### src/rtl/ifsram_bank_arbiter.sv
// Ping-pong arbiter for the two input-feature SRAM banks: hands FREE banks to the fill
// engine and FULL banks to the row reader in strict alternation, and flags layer completion.
module ifsram_bank_arbiter #(
   parameter int unsigned RowsPerBank = 3,
   parameter int unsigned RowW        = 5
) (
   input  logic            clk_i,
   input  logic            rst_ni,
   input  logic            cfg_start_i,
   input  logic [RowW-1:0] cfg_row_total_i,
   input  logic            wr_req_i,
   input  logic            wr_done_i,
   output logic            wr_grant_o,
   output logic            wr_bank_o,
   output logic [RowW-1:0] wr_rows_o,
   input  logic            rd_req_i,
   input  logic            rd_done_i,
   output logic            rd_grant_o,
   output logic            rd_bank_o,
   output logic [RowW-1:0] rd_rows_o,
   output logic            busy_o,
   output logic            layer_done_o,
   output logic            proto_err_o,
   output logic [3:0]      bank_state_o
);

   typedef enum logic [1:0] {StIdle, StRun, StFlush, StDone} state_e;

   localparam logic [1:0] BankFree     = 2'd0;
   localparam logic [1:0] BankFilling  = 2'd1;
   localparam logic [1:0] BankFull     = 2'd2;
   localparam logic [1:0] BankDraining = 2'd3;

   localparam logic [RowW-1:0] FillMax = RowW'(RowsPerBank);

   state_e                 state_q, state_d;
   logic [RowW-1:0]        total_q, total_d;
   logic [RowW-1:0]        issued_q, issued_d;
   logic                   wr_ptr_q, wr_ptr_d;
   logic                   rd_ptr_q, rd_ptr_d;
   logic [1:0][1:0]        bank_q, bank_d;
   logic [1:0][RowW-1:0]   rows_q, rows_d;
   logic                   wr_out_q, wr_out_d;
   logic                   rd_out_q, rd_out_d;
   logic                   wr_grant_q, wr_grant_d;
   logic                   rd_grant_q, rd_grant_d;
   logic                   wr_bank_q, wr_bank_d;
   logic                   rd_bank_q, rd_bank_d;
   logic [RowW-1:0]        wr_rows_q, wr_rows_d;
   logic [RowW-1:0]        rd_rows_q, rd_rows_d;
   logic                   proto_err_q, proto_err_d;

   logic [RowW-1:0]        remaining;
   logic [RowW-1:0]        fill_rows;
   logic                   wr_go;
   logic                   rd_go;
   logic                   quiet;

   always_comb begin
      state_d     = state_q;
      total_d     = total_q;
      issued_d    = issued_q;
      wr_ptr_d    = wr_ptr_q;
      rd_ptr_d    = rd_ptr_q;
      bank_d      = bank_q;
      rows_d      = rows_q;
      wr_out_d    = wr_out_q;
      rd_out_d    = rd_out_q;
      wr_grant_d  = 1'b0;
      rd_grant_d  = 1'b0;
      wr_bank_d   = wr_bank_q;
      rd_bank_d   = rd_bank_q;
      wr_rows_d   = wr_rows_q;
      rd_rows_d   = rd_rows_q;
      proto_err_d = proto_err_q;

      remaining = total_q - issued_q;
      fill_rows = (remaining < FillMax) ? remaining : FillMax;

      // All decisions look only at registered bank state; no same-cycle bypass.
      wr_go = (state_q == StRun) && wr_req_i && !wr_out_q &&
              (bank_q[wr_ptr_q] == BankFree) && (issued_q < total_q);
      rd_go = ((state_q == StRun) || (state_q == StFlush)) && rd_req_i && !rd_out_q &&
              (bank_q[rd_ptr_q] == BankFull);
      quiet = (bank_q[0] == BankFree) && (bank_q[1] == BankFree) && !wr_grant_q &&
              !rd_grant_q && !wr_out_q && !rd_out_q;

      unique case (state_q)
         StIdle: begin
            if (cfg_start_i) begin
               state_d  = StRun;
               total_d  = cfg_row_total_i;
               issued_d = '0;
               wr_ptr_d = 1'b0;
               rd_ptr_d = 1'b0;
            end
         end
         StRun:   if (issued_q >= total_q) state_d = StFlush;
         StFlush: if (quiet) state_d = StDone;
         StDone:  state_d = StIdle;
         default: state_d = StIdle;
      endcase

      if (wr_done_i) begin
         if (wr_out_q) begin
            bank_d[wr_bank_q] = BankFull;
            wr_out_d          = 1'b0;
         end else begin
            proto_err_d = 1'b1;
         end
      end

      if (rd_done_i) begin
         if (rd_out_q) begin
            bank_d[rd_bank_q] = BankFree;
            rd_out_d          = 1'b0;
         end else begin
            proto_err_d = 1'b1;
         end
      end

      if (wr_go) begin
         wr_grant_d       = 1'b1;
         wr_bank_d        = wr_ptr_q;
         wr_rows_d        = fill_rows;
         rows_d[wr_ptr_q] = fill_rows;
         bank_d[wr_ptr_q] = BankFilling;
         issued_d         = issued_q + fill_rows;
         wr_ptr_d         = ~wr_ptr_q;
         wr_out_d         = 1'b1;
      end

      if (rd_go) begin
         rd_grant_d       = 1'b1;
         rd_bank_d        = rd_ptr_q;
         rd_rows_d        = rows_q[rd_ptr_q];
         bank_d[rd_ptr_q] = BankDraining;
         rd_ptr_d         = ~rd_ptr_q;
         rd_out_d         = 1'b1;
      end
   end

   always_ff @(posedge clk_i or negedge rst_ni) begin
      if (!rst_ni) begin
         state_q     <= StIdle;
         total_q     <= '0;
         issued_q    <= '0;
         wr_ptr_q    <= 1'b0;
         rd_ptr_q    <= 1'b0;
         bank_q      <= '0;
         rows_q      <= '0;
         wr_out_q    <= 1'b0;
         rd_out_q    <= 1'b0;
         wr_grant_q  <= 1'b0;
         rd_grant_q  <= 1'b0;
         wr_bank_q   <= 1'b0;
         rd_bank_q   <= 1'b0;
         wr_rows_q   <= '0;
         rd_rows_q   <= '0;
         proto_err_q <= 1'b0;
      end else begin
         state_q     <= state_d;
         total_q     <= total_d;
         issued_q    <= issued_d;
         wr_ptr_q    <= wr_ptr_d;
         rd_ptr_q    <= rd_ptr_d;
         bank_q      <= bank_d;
         rows_q      <= rows_d;
         wr_out_q    <= wr_out_d;
         rd_out_q    <= rd_out_d;
         wr_grant_q  <= wr_grant_d;
         rd_grant_q  <= rd_grant_d;
         wr_bank_q   <= wr_bank_d;
         rd_bank_q   <= rd_bank_d;
         wr_rows_q   <= wr_rows_d;
         rd_rows_q   <= rd_rows_d;
         proto_err_q <= proto_err_d;
      end
   end

   assign wr_grant_o   = wr_grant_q;
   assign wr_bank_o    = wr_bank_q;
   assign wr_rows_o    = wr_rows_q;
   assign rd_grant_o   = rd_grant_q;
   assign rd_bank_o    = rd_bank_q;
   assign rd_rows_o    = rd_rows_q;
   assign busy_o       = (state_q != StIdle);
   assign layer_done_o = (state_q == StDone);
   assign proto_err_o  = proto_err_q;
   assign bank_state_o = bank_q;

endmodule

### config.mk
export PLATFORM = sky130hd
export DESIGN_NAME = ifsram_bank_arbiter
export DESIGN_NICKNAME = d
export VERILOG_FILES = /design/src/rtl/ifsram_bank_arbiter.sv
export SDC_FILE = /design/constraint.sdc
export NUM_CORES = 1
export LEC_CHECK = 0
export ABC_AREA = 1
export BUFFER_PORTS_ARGS = -buffer_cell sky130_fd_sc_hd__clkbuf_2
export CAP_MARGIN = 20
export CORE_AREA = 2 2 65 67
export DETAILED_ROUTE_END_ITERATION = 12
export DIE_AREA = 0 0 67 69
export PLACE_DENSITY = 0.81
export SLEW_MARGIN = 0
export SYNTH_ARGS = -nofsm -noshare
export SYNTH_HDL_FRONTEND = slang
export SYNTH_SLANG_ARGS = --single-unit
### constraint.sdc
create_clock -name clk_i -period 5.35 [get_ports clk_i]
set_clock_uncertainty 0.1 [all_clocks]
set_input_delay 1.07 -clock clk_i [delete_from_list [all_inputs] [get_ports clk_i]]
set_output_delay 1.07 -clock clk_i [all_outputs]
set_load 0.03 [all_outputs]
==> metrics.yaml, run 1 <==
status: "completed"
n_fill_cell: 322
antenna_cells: 0
fmax_ghz: 0.351
fin_tns_setup_ps: 0
synthTopCellsByArea: "dfrtp_1 (49%), nand2_1 (11%), ha_1 (7.1%)"
async_reset_ff_share_pct: 100
clk_pin_slew_ps: 80
p_per_area_nw_per_um2: 612
hold_violations: 0
path_class: "flip-flop to flip-flop"
crit_path_cell_trace: "inv_1, ha_1, inv_1, fa_1, nand3_1, nand2_1, nand2_1, nand2_1, nand4_1, ha_1, inv_1, fa_1, o21ai_0, xor2_1, o21ai_2"
ios: 33
grt_max_degree: 46
worstMarginPinSlew_ps: 544
synth_cells: 258
antenna_found_initial: 0
synth-seq-area-share_pct: 49.3
startpoint_type: "flip-flop"
slew-limit-headroom_pct: 63.7
vias: 1774
final_area_um2: 2600
crit_path_max_fanout: 4
grt_use_total_pct: 21.3
synth_top_area_share_pct: 49.3
finalMaxSlewViolations: 0
routabilityCongestion: 0.818
root_buffer: "clkbuf_8"
cts.htree.levels: 2
worst_path_max_delay_cell: "fa_1"
arrival_ps: 2940
die_x_um: 67
fin_crit_sh_pct: 53.2
grt_overflow: 0
insertion_delay_ps: 300
cap_violations: 0
coreArea_um2: 3910
detailed_place.area_um2: 2490
clock-sinks: 45
synth_cell_type_count: 27
setup_viol: 0
viasPerCell: 5.10
clockBufferDepth: 2
cp.required_ps: 5440
syn_to_final_growth_pct: 13.9
p_leak_nw: 1.41
hold_class: "flip-flop to flip-flop"
synth_commonest_cells: "nand2_1 (67), dfrtp_1 (45), inv_1 (41)"
cts_tree: "done"
die_h_um: 69
routed_wl_mm: 4.33
holdWs_ps: 376
die-area_um2: 4620
routedWlPerCell_um: 12.4
ys_seq_elements: 45
power_mw: 1.59
syn-cell-area_um2: 2280
port_buffers: 32
ys_warn_count: 0
cts_setup_buffers: 0
synth-main-ff-cell: "dfrtp_1"
start_util_pct: 58.3
yosysTopAreaCell: "dfrtp_1"
cpPeakStageDelay_ps: 400
min_period_ps: 2850
syn_avg_cell_area_um2: 8.85
fp-row-count: 23
cts_resized: 0
numCtsBuffers: 5
drive_above_1_share_pct: 18.1
endpoint_kind: "flip-flop"
fin_nets: 324
drt_iter0_markers: 114
grt_pass1_wl_mm: 7.61
grt_pass1_vias: 1749
ant_nets: 0
grt_setup_unrepaired: "no"
yosysMostFrequentCell: "nand2_1"
synth_edf_count: 0
route.detailed.drc: 0
peakVddDrop_mv: 0.231
firstDrtPassIters: 4
postCtsHoldBufs: 0
dp_hpwl_mm: 3.20
[critical path: cells and delay by family, from the launching register on]
kind                     cells  cell delay (ps)
XOR/XNOR                     1              190
adder cells (fa/ha/maj)      4             1140
AND/OR/NAND/NOR              5              420
flip-flops                   1              380
buffers and inverters        3              220
AO/OA/AOI/OAI                2              290
[cells in the final DEF, fill, tap and decap left out, types with 3 or more instances in the layout]
cell type,count
nand3_1,26
dfrtp_1,45
nand4_1,4
nand2_1,67
o211ai_1,3
mux2_2,4
o21ai_0,9
ha_1,13
inv_1,41
clkbuf_8,5
clkbuf_2,32
nor2_1,17
nor2_4,3
a21oi_1,6
[per-layer routing]
metal	wire length, um	track usage (%)	up-vias
met4	52	5.44	0
met2	2040	34.2	41
li1	-	-	893
met1	1980	28.4	834
met5	0	0	-
met3	251	5.55	6
[area by class of cell]
| class | instances | area, um2 | share of cell area (%) |
|---|---|---|---|
| multi-input combinational | 170 | 986 | 37.9 |
| timing repair buffer | 33 | 180 | 6.93 |
| sequential | 45 | 1130 | 43.3 |
| tap | 50 | 62.6 | 2.41 |
| clock inverter | 2 | 15.0 | 0.577 |
| clock buffer | 6 | 72.6 | 2.79 |
| inverter | 42 | 158 | 6.06 |
[cells by family (layout without fill, tap and decap cells)]
kind of cell               Yosys count  count (layout)  share of synthesized area (%)
AOI/OAI and AO/OA                   23              23                           6.14
xor gates and xnor gates             4               4                           1.54
adders and majority gates           15              15                           8.88
buffers and inverters               44              83                           7.62
DFF                                 45              45                           49.3
muxes                                4               4                           1.97
other                                1               2                          0.164
and+or+nand+nor                    122             122                           24.3
[report_power, final]
part	internal [mW]	switching [mW]	leakage, nW
registers	0.476	0.0968	0.560
clock network	0.0920	0.116	0.0374
logic	0.288	0.522	0.812
[final timing paths]
| kind | slack (ps) | endpoint | startpoint | depth (start not counted) |
|---|---|---|---|---|
| hold reg to reg | 380 | wr_rows_o[3]$_DFFE_PN0P_ | wr_rows_o[3]$_DFFE_PN0P_ | 2 |
| hold / removal | 380 | wr_rows_o[3]$_DFFE_PN0P_ | wr_rows_o[3]$_DFFE_PN0P_ | 2 |
| min in group asynchronous | 560 | bank_state_o[3]$_DFF_PN0_ | rst_ni | 1 |
| max in group asynchronous | 4110 | rows_q[0]$_DFFE_PN0P_ | rst_ni | 2 |
| setup / recovery | 2500 | issued_q[4]$_DFFE_PN0P_ | total_q[0]$_DFFE_PN0P_ | 15 |
| setup reg to reg | 2500 | issued_q[4]$_DFFE_PN0P_ | total_q[0]$_DFFE_PN0P_ | 15 |
[state kept, by name, summed over array words and instances, names as in the netlist, 2 cells and up]
signal        flops
total_q           5
rd_rows_o         5
state_q           2
wr_rows_o         5
issued_q          5
bank_state_o      4
rows_q           10
[stage by stage]
stage / std cells / utilization (%) / worst slack (ps)
after detailed placement: 339 / 63.7 / 2490
after CTS: 347 / 65.9 / 2490
after floorplan: 259 / - / 2730
after global placement: 339 / 63.7 / 2630
final: 348 / 66.4 / 2500
after global routing: 348 / 66.4 / 2270
Power figures use the tool's default switching activity.
==> inputs of run 2 (changes only) <==
Settings changed: CORE_AREA 2 2 65 67 to 2 2 67 69, DIE_AREA 0 0 67 69 to 0 0 69 71, PLACE_DENSITY 0.81 to 0.77.
Clock period 5.35 ns to 2.8 ns, I/O delays scaled along.
==> metrics.yaml, run 2 (synthesis gave the netlist of run 1 again) <==
status: "completed"
switchingPower_mw: 1.43
ant_nets: 0
cp.required_ps: 2890
clk_pin_slew_ps: 80
clockBufferDepth: 2
slew-limit-headroom_pct: 62.4
syn_to_final_growth_pct: 15.5
coreArea_um2: 4200
fin_crit_sh_pct: 92.4
grt_overflow: 0
grt_use_total_pct: 20.1
internal_power_mw: 1.75
postCtsHoldBufs: 0
final_cells: 352
placedCellCount: 344
antenna_cells: 0
fin_tns_setup_ps: 0
p_seq_share_pct: 34.5
peakVddDrop_mv: 0.528
root_buffer: "clkbuf_8"
hold_violations: 0
ios: 33
die_x_um: 69
route.detailed.drc: 0
firstDrtPassIters: 4
grt_max_degree: 46
fp-row-count: 24
min_period_ps: 2590
cts_setup_buffers: 0
insertion_delay_ps: 310
p_per_area_nw_per_um2: 1210
fin_nets: 326
hold_class: "input pin to asynchronous set/reset pin"
grt_pass1_vias: 1733
setup_viol: 0
arrival_ps: 2670
viasPerCell: 5.05
switching_share_pct: 44.9
routabilityCongestion: 0.870
p_leak_nw: 1.43
crit_path_max_fanout: 4
combinationalPowerShare_pct: 50.1
path_class: "flip-flop to flip-flop"
n_fill_cell: 378
worstMarginPinSlew_ps: 563
timing.final.ws_setup_ps: 212
cap_violations: 0
routed_wl_mm: 4.45
power_frac_clock_pct: 15.5
largest-register: "rows_q"
grt_pass1_wl_mm: 7.85
fmax_ghz: 0.386
port_buffers: 32
endpoint_kind: "flip-flop"
post-place-ws_ps: 60.8
start_util_pct: 54.3
die-area_um2: 4900
largest_reg_flops: 10
layout_common_cells: "nand2_1 (67), dfrtp_1 (45), inv_1 (41)"
routedWlPerCell_um: 12.6
drt_iter0_markers: 93
detailed_place.area_um2: 2520
cts_tree: "done"
antenna_found_initial: 0
cts.htree.levels: 2
grt_setup_unrepaired: "no"
vias: 1777
cts_resized: 0
dp_hpwl_mm: 3.30
layout_commonest_cell: "nand2_1"
final_area_um2: 2640
startpoint_type: "flip-flop"
finalMaxSlewViolations: 0
clock-sinks: 45
numCtsBuffers: 5
fin_util_pct: 62.7
die_h_um: 71
drive_above_1_share_pct: 19.7
==> run 2: changes by cell type in the layout (fill, tap and decap cells not counted), sizes merged <==
cell	change
bufinv	+1
clkinv	+1
buf	+2
clkinvlp	-2
==> run 2: final timing paths <==
| kind | startpoint | to | slack, ps | cells after the start |
|---|---|---|---|---|
| worst max-delay path | total_q[0]$_DFFE_PN0P_ | issued_q[4]$_DFFE_PN0P_ | 210 | 15 |
| worst min-delay path | rst_ni | state_q[0]$_DFFE_PN0P_ | 220 | 2 |
| max in group asynchronous | rst_ni | rd_rows_o[4]$_DFFE_PN0P_ | 1980 | 2 |
| min in group clk_i | wr_rows_o[2]$_DFFE_PN0P_ | wr_rows_o[2]$_DFFE_PN0P_ | 370 | 2 |
| worst min register to register | wr_rows_o[2]$_DFFE_PN0P_ | wr_rows_o[2]$_DFFE_PN0P_ | 370 | 2 |
| worst max register to register | total_q[0]$_DFFE_PN0P_ | issued_q[4]$_DFFE_PN0P_ | 210 | 15 |
==> run 2: cell type report <==
type	instances	area (um2)	area share, %
Inverter	42	158	5.98
Clock inverter	2	38.8	1.47
Sequential cell	45	1130	42.7
Timing Repair Buffer	35	183	6.93
Multi-Input combinational cell	170	993	37.7
Clock buffer	6	72.6	2.75
Tap cell	52	65.1	2.47
==> run 2: routing by layer <==
layer / global-route usage, % / routed length [um] / up-vias
met2: 33.1 / 2050 / 42
li1: - / - / 901
met5: 0 / 0 / -
met3: 3.99 / 167 / 8
met1: 26.2 / 2140 / 826
met4: 8.50 / 85 / 0
==> run 2: critical path, stage by stage (launching register included) <==
cell	delay, ps
dfrtp_1	370
inv_1	70
ha_1	140
inv_1	70
fa_2	360
nand3_1	90
nand2_1	60
nand2_1	60
nand2_1	70
nand4_1	100
ha_2	190
inv_1	50
fa_2	340
o21ai_1	150
xor2_1	190
o21ai_2	60
==> run 2: through the flow <==
step / power (mW) / hold slack [ps]
global route: 3.45 / 292
finish: 3.18 / 224
CTS: 3.18 / 249
detailed placement: 2.68 / 357
floorplan: 2.28 / 164
global placement: 2.62 / 350
==> run 2: power by group through the flow <==
stage,Clock [mW],Sequential [mW],Combinational [mW]
6_report,0.492,1.10,1.59
5_1_grt,0.523,1.13,1.79
4_1_cts,0.500,1.09,1.59
3_5_place_dp,0,1.11,1.57
3_3_place_gp,0,1.09,1.53
2_1_floorplan,0,1.25,1.02
==> inputs of run 3 (changes only) <==
Settings changed: ABC_AREA 1 to not set, PLACE_DENSITY 0.77 to 0.76.
==> metrics.yaml, run 3 <==
routedWlPerCell_um: 15.8
fin_nets: 280
routed_wl_mm: 4.83
synth_top_area_share_pct: 50.4
fmax_ghz: 0.342
violations: "negative setup slack"
cpMostUsedCell: "buf_4"
grt_pass1_vias: 1628
grt_overflow: 0
yosysMostFrequentCell: "dfrtp_1"
largest_reg_flops: 10
cp_num_buf_inv: 5
cts.htree.levels: 2
fin_util_pct: 66.0
ys_warn_count: 0
fin_crit_sh_pct: 104
dp_hpwl_mm: 3.35
cap_violations: 0
firstDrtPassIters: 4
endpoint_kind: "flip-flop"
crit_path_max_fanout: 3
hold_class: "input pin to flip-flop"
worstMarginPinSlew_ps: 945
grt_pass1_wl_mm: 7.78
syn_to_final_growth_pct: 24.2
die_x_um: 69
clock-sinks: 45
hold_violations: 0
ant_nets: 0
layout_common_cells: "dfrtp_1 (44), clkbuf_2 (32), buf_4 (21)"
clk_pin_slew_ps: 80
status: "complete, but fails checks"
startpoint_type: "flip-flop"
syn-cell-area_um2: 2240
crit_family: "adder cells"
slew-limit-headroom_pct: 36.6
grt_setup_unrepaired: "yes"
synth_edf_count: 0
antenna_found_initial: 0
synth-main-ff-cell: "dfrtp_1"
p_per_area_nw_per_um2: 1110
numCtsBuffers: 5
insertion_delay_ps: 300
synth_commonest_cells: "dfrtp_1 (45), inv_1 (19), ha_1 (13), nand2_1 (13), nand3_1 (10)"
root_buffer: "clkbuf_8"
cp.required_ps: 2880
coreArea_um2: 4200
cts_tree: "done"
min_period_ps: 2920
synth_cell_type_count: 47
port_buffers: 32
viasPerCell: 5.44
syn_avg_cell_area_um2: 11.3
worst_path_max_delay_cell: "or4b_4"
start_util_pct: 53.2
setup_viol: 3
yosysTopAreaCell: "dfrtp_1"
arrival_ps: 3000
ios: 33
grt_max_degree: 22
drive_above_1_share_pct: 38.6
async_reset_ff_share_pct: 100
drt_iter0_markers: 113
power_mw: 3.07
ys_seq_elements: 45
synth_cells: 198
layout_commonest_cell: "dfrtp_1"
vias: 1666
antenna_cells: 0
p_leak_nw: 1.39
largest-register: "rows_q"
synthTopCellsByArea: "dfrtp_1 (50%), ha_1 (7.3%), mux2_2 (4.0%)"
routabilityCongestion: 0.873
crit_path_cell_trace: "inv_2, ha_4, a21oi_2, a21bo_1, xor2_1, or4b_4, ha_4, inv_2, fa_2, buf_4, buf_4, buf_4, xor2_2, o21ai_1"
timing.final.ws_setup_ps: -121
die_h_um: 71
cpPeakStageDelay_ps: 570
final_cells: 306
finalMaxSlewViolations: 0
fp-row-count: 24
path_class: "flip-flop to flip-flop"
die-area_um2: 4900
grt_use_total_pct: 20.4
synth-seq-area-share_pct: 50.4
route.detailed.drc: 0
clockBufferDepth: 2
placedCellCount: 291
peakVddDrop_mv: 0.653
-- run 3: timing repair --
| action | in CTS | in global routing |
|---|---|---|
| hold buffers | 1 | 0 |
| hold endpoints to repair | 4 | 0 |
| pin swaps | 10 | 5 |
| gates resized for setup | 5 | 7 |
| cloned | 0 | 0 |
| endpoints found under the setup margin | 2 | 4 |
| setup buffers | 3 | 3 |
-- run 3: path summary, 6_finish.rpt --
path | slack (ps) | to | startpoint | cells past startpoint
setup reg to reg | -120 | issued_q[2]$_DFFE_PN0P_ | issued_q[2]$_DFFE_PN0P_ | 14
hold reg to reg | 390 | proto_err_o$_DFF_PN0_ | proto_err_o$_DFF_PN0_ | 2
max in group asynchronous | 1590 | total_q[1]$_DFFE_PN0P_ | rst_ni | 3
setup / recovery | -120 | issued_q[2]$_DFFE_PN0P_ | issued_q[2]$_DFFE_PN0P_ | 14
min in group asynchronous | 500 | rd_rows_o[2]$_DFFE_PN0P_ | rst_ni | 2
hold / removal | 380 | total_q[3]$_DFFE_PN0P_ | cfg_row_total_i[3] | 2
-- run 3: cell type report --
cell class / count / area [um2]
multi-input combinational: 127 / 1090
clock buffer: 6 / 72.6
sequential: 45 / 1130
tap: 52 / 65.1
clock inverter: 2 / 15.0
inverter: 20 / 80.1
fill: 350 / 1430
timing repair buffer: 54 / 328
-- run 3: layer usage --
| layer | routed length, um | up-vias | track usage (%) |
|---|---|---|---|
| li1 | - | 799 | - |
| met1 | 2200 | 818 | 28.1 |
| met2 | 2340 | 39 | 30.9 |
| met3 | 190 | 10 | 3.85 |
| met4 | 98 | 0 | 10.9 |
| met5 | 0 | - | 0 |
-- run 3: report_power, final --
| part | total (mW) | switching, mW | internal (mW) |
|---|---|---|---|
| Combinational | 1.64 | 0.861 | 0.778 |
| Sequential | 1.03 | 0.193 | 0.841 |
| Clock | 0.401 | 0.225 | 0.176 |
| Total | 3.07 | 1.28 | 1.79 |
-- run 3: kinds of logic after synthesis --
kind of cell               count (synthesis)  share of synthesized area [%]
xor gates and xnor gates                   3                           1.18
muxes                                     13                           7.16
other                                      1                          0.168
adders and majority gates                 15                           9.07
buffers and inverters                     27                           5.15
AOI/OAI and AO/OA                         38                           11.9
and+or+nand+nor                           56                           15.0
DFF                                       45                           50.4
-- run 3: worst reg2reg max path: stages, from the launching register on --
cell and delay [ps]:
dfrtp_1 410, inv_2 80, ha_4 210, a21oi_2 110, a21bo_1 220, xor2_1 150, or4b_4 570, ha_4 180
inv_2 50, fa_2 210, buf_4 110, buf_4 90, buf_4 100, xor2_2 140, o21ai_1 70
-- run 3: per-stage QoR --
stage	hold slack [ps]	setup WS, ps	TNS (ps)	instance area, um2
floorplan	164	-9.53	-9.53	2290
global placement	288	-77.7	-81.9	2590
detailed placement	289	-147	-244	2590
CTS	376	-58.4	-103	2730
global route	389	-257	-628	2780
finish	383	-121	-238	2780
